<file path="src/rtl/mips_pc_gen.sv">
`default_nettype none
// ============================================================================
// Module  : mips_pc_gen
// Purpose : Fetch-stage PC generator with priority redirect selection and a
//           circular return-address stack for call/return prediction.
// Revision: 1.0 - initial release
// ============================================================================
module mips_pc_gen #(
  parameter int              PC_W      = 32,
  parameter logic [PC_W-1:0] RESET_VEC = '0,
  parameter logic [PC_W-1:0] EXC_VEC   = 32'h80000180,
  parameter int              INC       = 4,
  parameter int              RAS_DEPTH = 4
) (
  input  logic                         CLK,
  input  logic                         RESET,
  input  logic                         PCWrite,
  input  logic                         exc_valid,
  input  logic                         br_valid,
  input  logic [PC_W-1:0]              br_target,
  input  logic                         jmp_valid,
  input  logic                         jmp_link,
  input  logic [PC_W-1:0]              jmp_target,
  input  logic                         ret_valid,
  output logic [PC_W-1:0]              PCout,
  output logic [PC_W-1:0]              PCnext,
  output logic [$clog2(RAS_DEPTH):0]   ras_count,
  output logic                         ras_underflow
);

  localparam int              AW     = $clog2(RAS_DEPTH);
  localparam int              CW     = AW + 1;
  localparam logic [PC_W-1:0] C_INC  = PC_W'(INC);
  localparam logic [CW-1:0]   C_FULL = CW'(RAS_DEPTH);

  logic [PC_W-1:0] r_pc;
  logic [PC_W-1:0] r_ras [RAS_DEPTH];
  logic [AW-1:0]   r_top;
  logic [CW-1:0]   r_cnt;
  logic            r_uf;

  logic [PC_W-1:0] w_seq;
  logic [PC_W-1:0] w_next;
  logic [AW-1:0]   w_top_inc;
  logic            w_ras_ne;
  logic            w_ret_sel;
  logic            w_upd;
  logic            w_norm;
  logic            w_push;
  logic            w_pop;
  logic            w_uf;

  assign w_seq     = r_pc + C_INC;
  assign w_top_inc = r_top + AW'(1);
  assign w_ras_ne  = (r_cnt != '0);
  assign w_ret_sel = ret_valid & w_ras_ne;
  assign w_upd     = exc_valid | br_valid | PCWrite;
  // RAS activity is only legal when no higher-priority redirect claims the cycle
  assign w_norm    = PCWrite & ~exc_valid & ~br_valid;
  assign w_pop     = w_norm & w_ret_sel;
  assign w_push    = w_norm & ~w_ret_sel & jmp_valid & jmp_link;
  assign w_uf      = w_norm & ret_valid & ~w_ras_ne;

  always_comb begin
    w_next = w_seq;
    if (exc_valid)      w_next = EXC_VEC;
    else if (br_valid)  w_next = br_target;
    else if (w_ret_sel) w_next = r_ras[r_top];
    else if (jmp_valid) w_next = jmp_target;
  end

  always_ff @(posedge CLK) begin
    if (RESET) begin
      r_pc  <= RESET_VEC;
      r_top <= '0;
      r_cnt <= '0;
      r_uf  <= 1'b0;
    end else begin
      if (w_upd) r_pc <= w_next;
      r_uf <= w_uf;
      if (exc_valid) begin
        r_cnt <= '0;
      end else if (w_pop) begin
        r_cnt <= r_cnt - CW'(1);
        r_top <= r_top - AW'(1);
      end else if (w_push) begin
        // When full, the slot above the top is the oldest entry and gets overwritten
        r_top <= w_top_inc;
        if (r_cnt != C_FULL) r_cnt <= r_cnt + CW'(1);
      end
    end
  end

  always_ff @(posedge CLK) begin
    if (!RESET && w_push) r_ras[w_top_inc] <= w_seq;
  end

  assign PCout         = r_pc;
  assign PCnext        = w_next;
  assign ras_count     = r_cnt;
  assign ras_underflow = r_uf;

endmodule
`default_nettype wire

</file>
<file path="config.mk">
export PLATFORM = sky130hd
export DESIGN_NAME = mips_pc_gen
export DESIGN_NICKNAME = d
export VERILOG_FILES = /design/src/rtl/mips_pc_gen.sv
export SDC_FILE = /design/constraint.sdc
export NUM_CORES = 1
export LEC_CHECK = 0
export CAP_MARGIN = 5
export CELL_PAD_IN_SITES_DETAIL_PLACEMENT = 1
export CELL_PAD_IN_SITES_GLOBAL_PLACEMENT = 1
export CORE_ASPECT_RATIO = 0.6
export CORE_MARGIN = 4
export CORE_UTILIZATION = 51
export CTS_CLUSTER_SIZE = 14
export DETAILED_ROUTE_END_ITERATION = 8
export DONT_BUFFER_PORTS = 1
export HOLD_SLACK_MARGIN = 0.03
export PLACE_DENSITY_LB_ADDON = 0.1
export SETUP_SLACK_MARGIN = 0.5
export SLEW_MARGIN = 20
export SYNTH_ARGS = -nofsm -noshare
export SYNTH_HDL_FRONTEND = slang
export SYNTH_SLANG_ARGS = --single-unit
</file>
<file path="constraint.sdc">
create_clock -name CLK -period 3.35 [get_ports CLK]
set_input_delay 0.335 -clock CLK [delete_from_list [all_inputs] [get_ports CLK]]
set_output_delay 0.335 -clock CLK [all_outputs]
set_load 0.01 [all_outputs]
</file>
==> impl_results.md, run 1 <==
- Outcome: complete, no violations
- Unrepaired setup endpoints after global routing: true
- Area Overhead vs Synth: 13.6%
- Initial antenna violation count: 1
- DP HPWL: 18,900 µm
- CTS Buf Count: 17
- Remaining antenna violation count after routing: 0
- Clock tree buffer depth: 2
- GPL Wtd Cong: 0.888
- Critical Path End Type: output pin
- Maxcap violations: 0
- CTS tree: built
- Vias per Instance: 7.03
- Synth Flop Type: edfxtp_1
- P per Cell Area: between 400 and 500 nW/µm²
- Sink Count: 168
- # DRC: 0
- First-pass GRT wire length: roughly 44,000 µm
- DRT iter0 DRCs: 757
- Data arrival, critical path: 2.49 ns
- Hold Fails Final Rpt: 0
- Largest net degree at the start of global routing: 44
- DR WL/cell: 30.1 µm
- Die X-Extent: 175 µm
- Lkg Pwr: about 0.0032 µW
- EDFF count, synth: roughly 130
- Worst Setup SP: PCout[22]$_SDFFE_PP0P_
- Nature of the critical path startpoint: register
- Slew @ Worst Pin: about 1 ns
- Maximum vdd ir drop: 0.000274 V
- Post-synth ARST share: 0%
- Sequential area share after synthesis: 54.5%
- Setup_tns: 0 ns
- Mapped Area: 8530 µm²
- Synth Area per Inst: between 10 and 15 µm²
- Yosys cell types: 65
- NumNets Final: 812
- CP Class: reg -> out
- Relative slew slack: 35.1%
- Design Power: 4570 µW
- Die height: 108 µm
- Clock period minus worst slack: between 2 and 3 ns
- Critical Path Max Stage Delay: about 0.58 ns
- Core box area: between 15,000 and 20,000 µm²
- WL final: 29,400 µm
- I/O Buffers: 0
- Setup violators final: 0
- Hold path start: RESET
- Clock-pin slew on the worst setup and hold paths: approximately 0.070 ns
- Placement row count: 36
- Synth Warn #: 0
- Critical-path top delay cell: or4_4
- Clk Latency, worst-skew pair: 0.44 ns
- Worst-path maximum fanout: 7
- I/O pin cnt: 140
- Share of cells above drive strength 1: 23.4%
- Worst clock skew: 0.0139 ns
- GR Overflow Total: 0
- Largest area contributor in the netlist: edfxtp_1
- Synthesized Nets: 808
- Synth Register Bits: 168
- Die Area: around 19,000 µm²
- Syn Inst Count: 730
- Top-area cell type share of the netlist area: 45.1%
- CTS H-Tree Depth: 4
- Min-delay worst type: in -> reg
- WP data required: around 3.0 ns
- Number of global-route vias before repair: 6,970
- Ranking of synthesized cells by area: edfxtp_1 (45%), dfxtp_1 (9.4%), mux4_2 (8.4%), nand2_1 (2.6%), nand3_1 (2.3%)
- Crit-path cells: nand4_1, or4_4, or4_1, o211ai_1, o21a_1
- Final Max Tran Viols: 0
- Root Driver: clkbuf_16
- Pre-antenna DRT Iters: 5
- Gr usage total: about a third
- Max Clk Rate: roughly 350 MHz
- Starting density of the core: ~52%
- Period utilization: 84.3%
- DR vias: just under 7,000
- Crit Reg-Reg Startpoint: ras_count[2]$_SDFFE_PP0P_
-- stage by stage --
step / instances / util, % / cell area [µm²] / hold WS [ns] / worst slack [ns]
2_1_floorplan: 730 / - / 8530 / 0.481 / 0.602
3_3_place_gp: 928 / 54.2 / 8840 / 0.420 / 0.716
3_5_place_dp: 928 / 54.2 / 8840 / 0.422 / 0.595
4_1_cts: 968 / 58.6 / 9560 / 0.0380 / 0.365
5_1_grt: 976 / 59.4 / 9690 / 0.0484 / 0.438
6_report: 976 / 59.4 / 9690 / 0.0498 / 0.526
-- registers in the layout, summed over array words and instances (netlist names), named ones only --
| signal | flops |
|---|---|
| PCout | 32 |
| r_ras | 128 |
| r_top | 2 |
| ras_count | 3 |
| ras_underflow | 1 |
-- critical path, delay by kind of cell (launching register included) --
| kind | cells | cell delay (ns) |
|---|---|---|
| and+or+nand+nor | 3 | 1.24 |
| DFF | 1 | 0.41 |
| AOI/OAI and AO/OA | 2 | 0.41 |
-- kinds of logic (layout without fill, tap and decap cells) --
logic type | count (synthesis) | count (layout) | share of synthesized area, %
xor gates and xnor gates | 21 | 21 | 2.16
AOI/OAI and AO/OA | 166 | 166 | 13.6
buffers and inverters | 86 | 103 | 4.37
muxes | 36 | 36 | 8.98
and+or+nand+nor | 247 | 247 | 15.5
other | 0 | 1 | 0
DFF | 168 | 168 | 54.5
adders and majority gates | 6 | 6 | 0.968
-- power breakdown --
| group | switching [µW] | internal [µW] |
|---|---|---|
| Sequential | 62.0 | 2260 |
| Clock | 890 | 987 |
| Combinational | 233 | 130 |
-- routing by layer --
layer	up-vias	part of all wire, %	GRT usage, %	routed length [µm]
met2	467	45	49.1	13300
li1	2832	-	-	-
met4	0	2.2	8.96	636
met3	51	12	10.7	3480
met5	-	0	0	0
met1	3510	41	42.9	11900
-- placed cells by master (no fill, tap or decap), types with 6 or more instances in the layout --
cell type,n
dfxtp_4,10
nor2_1,32
edfxtp_1,128
or3_1,8
o21ai_0,20
inv_1,28
dfxtp_2,16
xor2_1,8
clkbuf_16,17
nor3_1,20
and2_1,10
o21a_1,18
and4_1,8
buf_12,6
a31oi_1,8
nand4_1,14
xnor2_1,13
a21oi_1,37
mux4_2,32
o31ai_1,14
buf_4,32
nand3_1,40
and3_1,15
nand2_1,59
a311oi_1,6
dfxtp_1,14
-- Yosys cell counts (13+ instances only) --
library cell / instances
a21oi_1: 38
and3_1: 15
clkbuf_1: 32
dfxtp_1: 40
edfxtp_1: 128
inv_1: 28
mux4_2: 32
nand2_1: 60
nand3_1: 40
nand4_1: 14
nor2_1: 32
nor3_1: 22
o21a_1: 18
o21ai_0: 21
o31ai_1: 16
xnor2_1: 13
-- path summary, 6_finish.rpt --
check	to	slack, ns	cells after the start
max	PCnext[29]	0.53	5
min	PCout[7]$_SDFFE_PP0P_	0.05	2
max reg2reg	ras_count[2]$_SDFFE_PP0P_	0.94	7
min reg2reg	PCout[3]$_SDFFE_PP0P_	0.55	2
-- layout make-up --
cell class | count | area (µm²)
inverter | 28 | 105
antenna | 1 | 2.50
clock buffer | 19 | 443
tap | 228 | 285
timing repair buffer | 43 | 402
fill | 1656 | 6620
clock inverter | 13 | 111
sequential | 168 | 4700
multi-input combinational | 476 | 3640
-- timing repair --
| action | in CTS | in global routing |
|---|---|---|
| hold buffers | 1 | 0 |
| endpoints found under the hold margin | 20 | 0 |
| setup endpoints to repair | 23 | 17 |
| pin swaps | 6 | 9 |
| resized for setup | 32 | 32 |
| setup buffers | 7 | 7 |
(Power assumes the default switching activity.)
==> run 2, diff against run 1 <==
==> constraint.sdc (replaced) <==
create_clock -name CLK -period 2.85 [get_ports CLK]
set_input_delay 0.285 -clock CLK [delete_from_list [all_inputs] [get_ports CLK]]
set_output_delay 0.285 -clock CLK [all_outputs]
set_load 0.01 [all_outputs]
==> run 2 against run 1 <==
Compared with the run above:
- critical path depth up 2
- register-to-register slack worse by 0.57 ns
- sequential power grew 17%
- highest routed layer is now met5
==> impl_results.md, run 2 (synthesized netlist as in run 1, its figures left out) <==
- Outcome: complete, no violations
- Hold Crit Endpoint: PCout[27]$_SDFFE_PP0P_
- CTS H-Tree Depth: 4 (unchanged)
- Crit path max-delay family: simple AND/OR/NAND/NOR gates
- Worst r2r dst: PCout[14]$_SDFFE_PP0P_
- Pre-antenna DRT Iters: 6 (+1)
- Worst path bufs/invs: 2 (+2)
- Root Driver: clkbuf_16
- Design Power: 5830 µW (+28%)
- Starting density of the core: 52.3% (unchanged)
- CTS Buf Count: 17 (unchanged)
- Largest net degree at the start of global routing: 44 (unchanged)
- DR WL/cell: 38.3 µm (+27%)
- Critical Path End Type: output pin
- Clock-pin slew on the worst setup and hold paths: 0.08 ns (about the same)
- Maxcap violations: 0 (unchanged)
- Final Max Tran Viols: 0 (unchanged)
- Clk Latency, worst-skew pair: 0.46 ns (+0.02 ns)
- Slew @ Worst Pin: 1.11 ns (+0.134 ns)
- CP Class: reg -> out
- GPL Wtd Cong: 0.900 (+1.3%)
- Lkg Pwr: 0.00422 µW (+30%)
- FF+latch area: 4720 µm² (+0.43%)
- Gr usage total: 37.9% (+6.3 points)
- P per Cell Area: 497 nW/µm² (+5.4%)
- Initial antenna violation count: 2 (+1)
- Sink Count: 168 (unchanged)
- Unrepaired setup endpoints after global routing: true
- # DRC: 0 (unchanged)
- I/O Buffers: 0 (unchanged)
- Setup_tns: 0 ns (unchanged)
- Clock tree buffer depth: 2 (unchanged)
- Maximum vdd ir drop: 0.000649 V (+140%)
- Max Clk Rate: 360 MHz
- CTS tree: built
- DP HPWL: 19,100 µm (+0.67%)
- Most frequent cells in the layout: edfxtp_1 (128), buf_4 (105), nand2_1 (46)
- Data arrival, critical path: 2.50 ns (about the same)
- Crit-path cells: and3_4, nand4_1, buf_4, nor4_2, o21ai_2, a31oi_1, buf_4
- Setup violators final: 0 (unchanged)
- Period utilization: 97.6%
- Die height: 108 µm (unchanged)
- Die X-Extent: 175 µm (unchanged)
- Flop-to-flop setup slack: 0.37 ns (-0.57 ns)
- Fill count: 1,522 (-8.1%)
- WL final: 42,200 µm (+44%)
- Hold Fails Final Rpt: 0 (unchanged)
- Critical Path Max Stage Delay: 0.46 ns (-0.12 ns)
- Area Overhead vs Synth: 37.5%
- R2r worst-path depth: 11 (+4)
- Worst-path maximum fanout: 8 (+1)
- Clock period minus worst slack: 2.78 ns
- Die Area: 18,900 µm² (unchanged)
- First-pass GRT wire length: 52,400 µm (+19%)
- DRT iter0 DRCs: 1,304 (+72%)
- I/O pin cnt: 140 (unchanged)
- Worst clock skew: 0.0107 ns (-0.00315 ns)
- Hold path start: br_target[27]
- Max reg flops: 128 (unchanged)
- Placement row count: 36 (unchanged)
- Hold-critical path depth: 2 (unchanged)
- Final Hold Slack: 0.0590 ns (+0.00926 ns)
- Critical-path top delay cell: dfxtp_4
- Nature of the critical path startpoint: register
- NumNets Final: 937 (+15%)
- DR vias: 8,408 (+23%)
- Most common cell after layout, fill and taps aside: edfxtp_1
- Most frequent CP cell: buf_4
- Relative slew slack: 26.2% (-8.9 points)
- Core box area: 16,300 µm² (unchanged)
- Remaining antenna violation count after routing: 0 (unchanged)
- WP data required: 2.57 ns (-0.44 ns)
- Number of global-route vias before repair: 8,136 (+17%)
- GR Overflow Total: 0 (unchanged)
- Share of cells above drive strength 1: 46.6% (+23 points)
- Multi-input logic area: 4360 µm² (+20%)
- Vias per Instance: 7.62 (+8.5%)
- Min-delay worst type: in -> reg
- Biggest register: r_ras
- Critical path depth in cells: 7 (+2)
-- run 2: worst max-delay path by stage --
stage | end | start | slack, ns
after floorplan | r_ras[0][0]$_DFFE_PP_ | ras_count[2]$_SDFFE_PP0P_ | 0.43
after global placement | ras_count[2]$_SDFFE_PP0P_ | ras_count[2]$_SDFFE_PP0P_ | 0.29
after detailed placement | ras_count[2]$_SDFFE_PP0P_ | ras_count[2]$_SDFFE_PP0P_ | 0.15
after CTS | PCnext[29] | PCout[20]$_SDFFE_PP0P_ | 0.23
after global routing | PCnext[24] | PCout[5]$_SDFFE_PP0P_ | 0.06
final | PCnext[31] | PCout[19]$_SDFFE_PP0P_ | 0.07
-- run 2: stage by stage --
stage / area (µm²) / util [%] / instances / setup WS [ns]
2_1_floorplan: 8530 / - / 730 / 0.431
3_3_place_gp: 9100 / 55.8 / 960 / 0.291
3_5_place_dp: 9100 / 55.8 / 960 / 0.152
4_1_cts: 11000 / 67.4 / 1064 / 0.234
5_1_grt: 11700 / 71.9 / 1100 / 0.0555
6_report: 11700 / 71.9 / 1103 / 0.0690
-- run 2: routing by layer --
metal  GRT usage (%)  share of wire [%]  vias to the layer above
met5               0              0.031                        -
met2            59.3                 44                      978
met1            46.8                 35                     4065
met4            19.7                6.5                        2
met3            13.9                 15                      261
li1                -                  -                     3102
-- run 2: power breakdown --
group / switching (µW) / total [µW] / internal (µW)
combinational: 425 / 728 / 304
sequential: 65.5 / 2720 / 2660
clock: 1190 / 2380 / 1190
total: 1680 / 5830 / 4150
-- run 2: repair_timing --
item                                    4_1_cts  5_1_grt
pin swaps                                    59       52
cloned                                        5        1
hold buffers                                  3        0
resized for setup                           175       94
setup buffers                                64       35
hold endpoints to repair                     23        0
endpoints found under the setup margin       35       35
-- run 2: area by class of cell --
class                   instances  share of cell area, %
flip-flops and latches        168                   40.3
multi-input cells             478                   37.2
repair buffers                166                   14.2
clock buffers                  18                   3.74
well taps                     228                   2.43
clock inverters                14                   1.28
inverters                      28                  0.896
diodes                          3                 0.0640
-- run 2: worst register-to-register path: cells and delay by family, from the launching register on --
family | cells | cell delay (ns)
buffers and inverters | 6 | 0.94
multiplexers | 1 | 0.45
AO/OA/AOI/OAI | 3 | 0.38
flip-flops | 1 | 0.37
AND/OR/NAND/NOR | 1 | 0.22
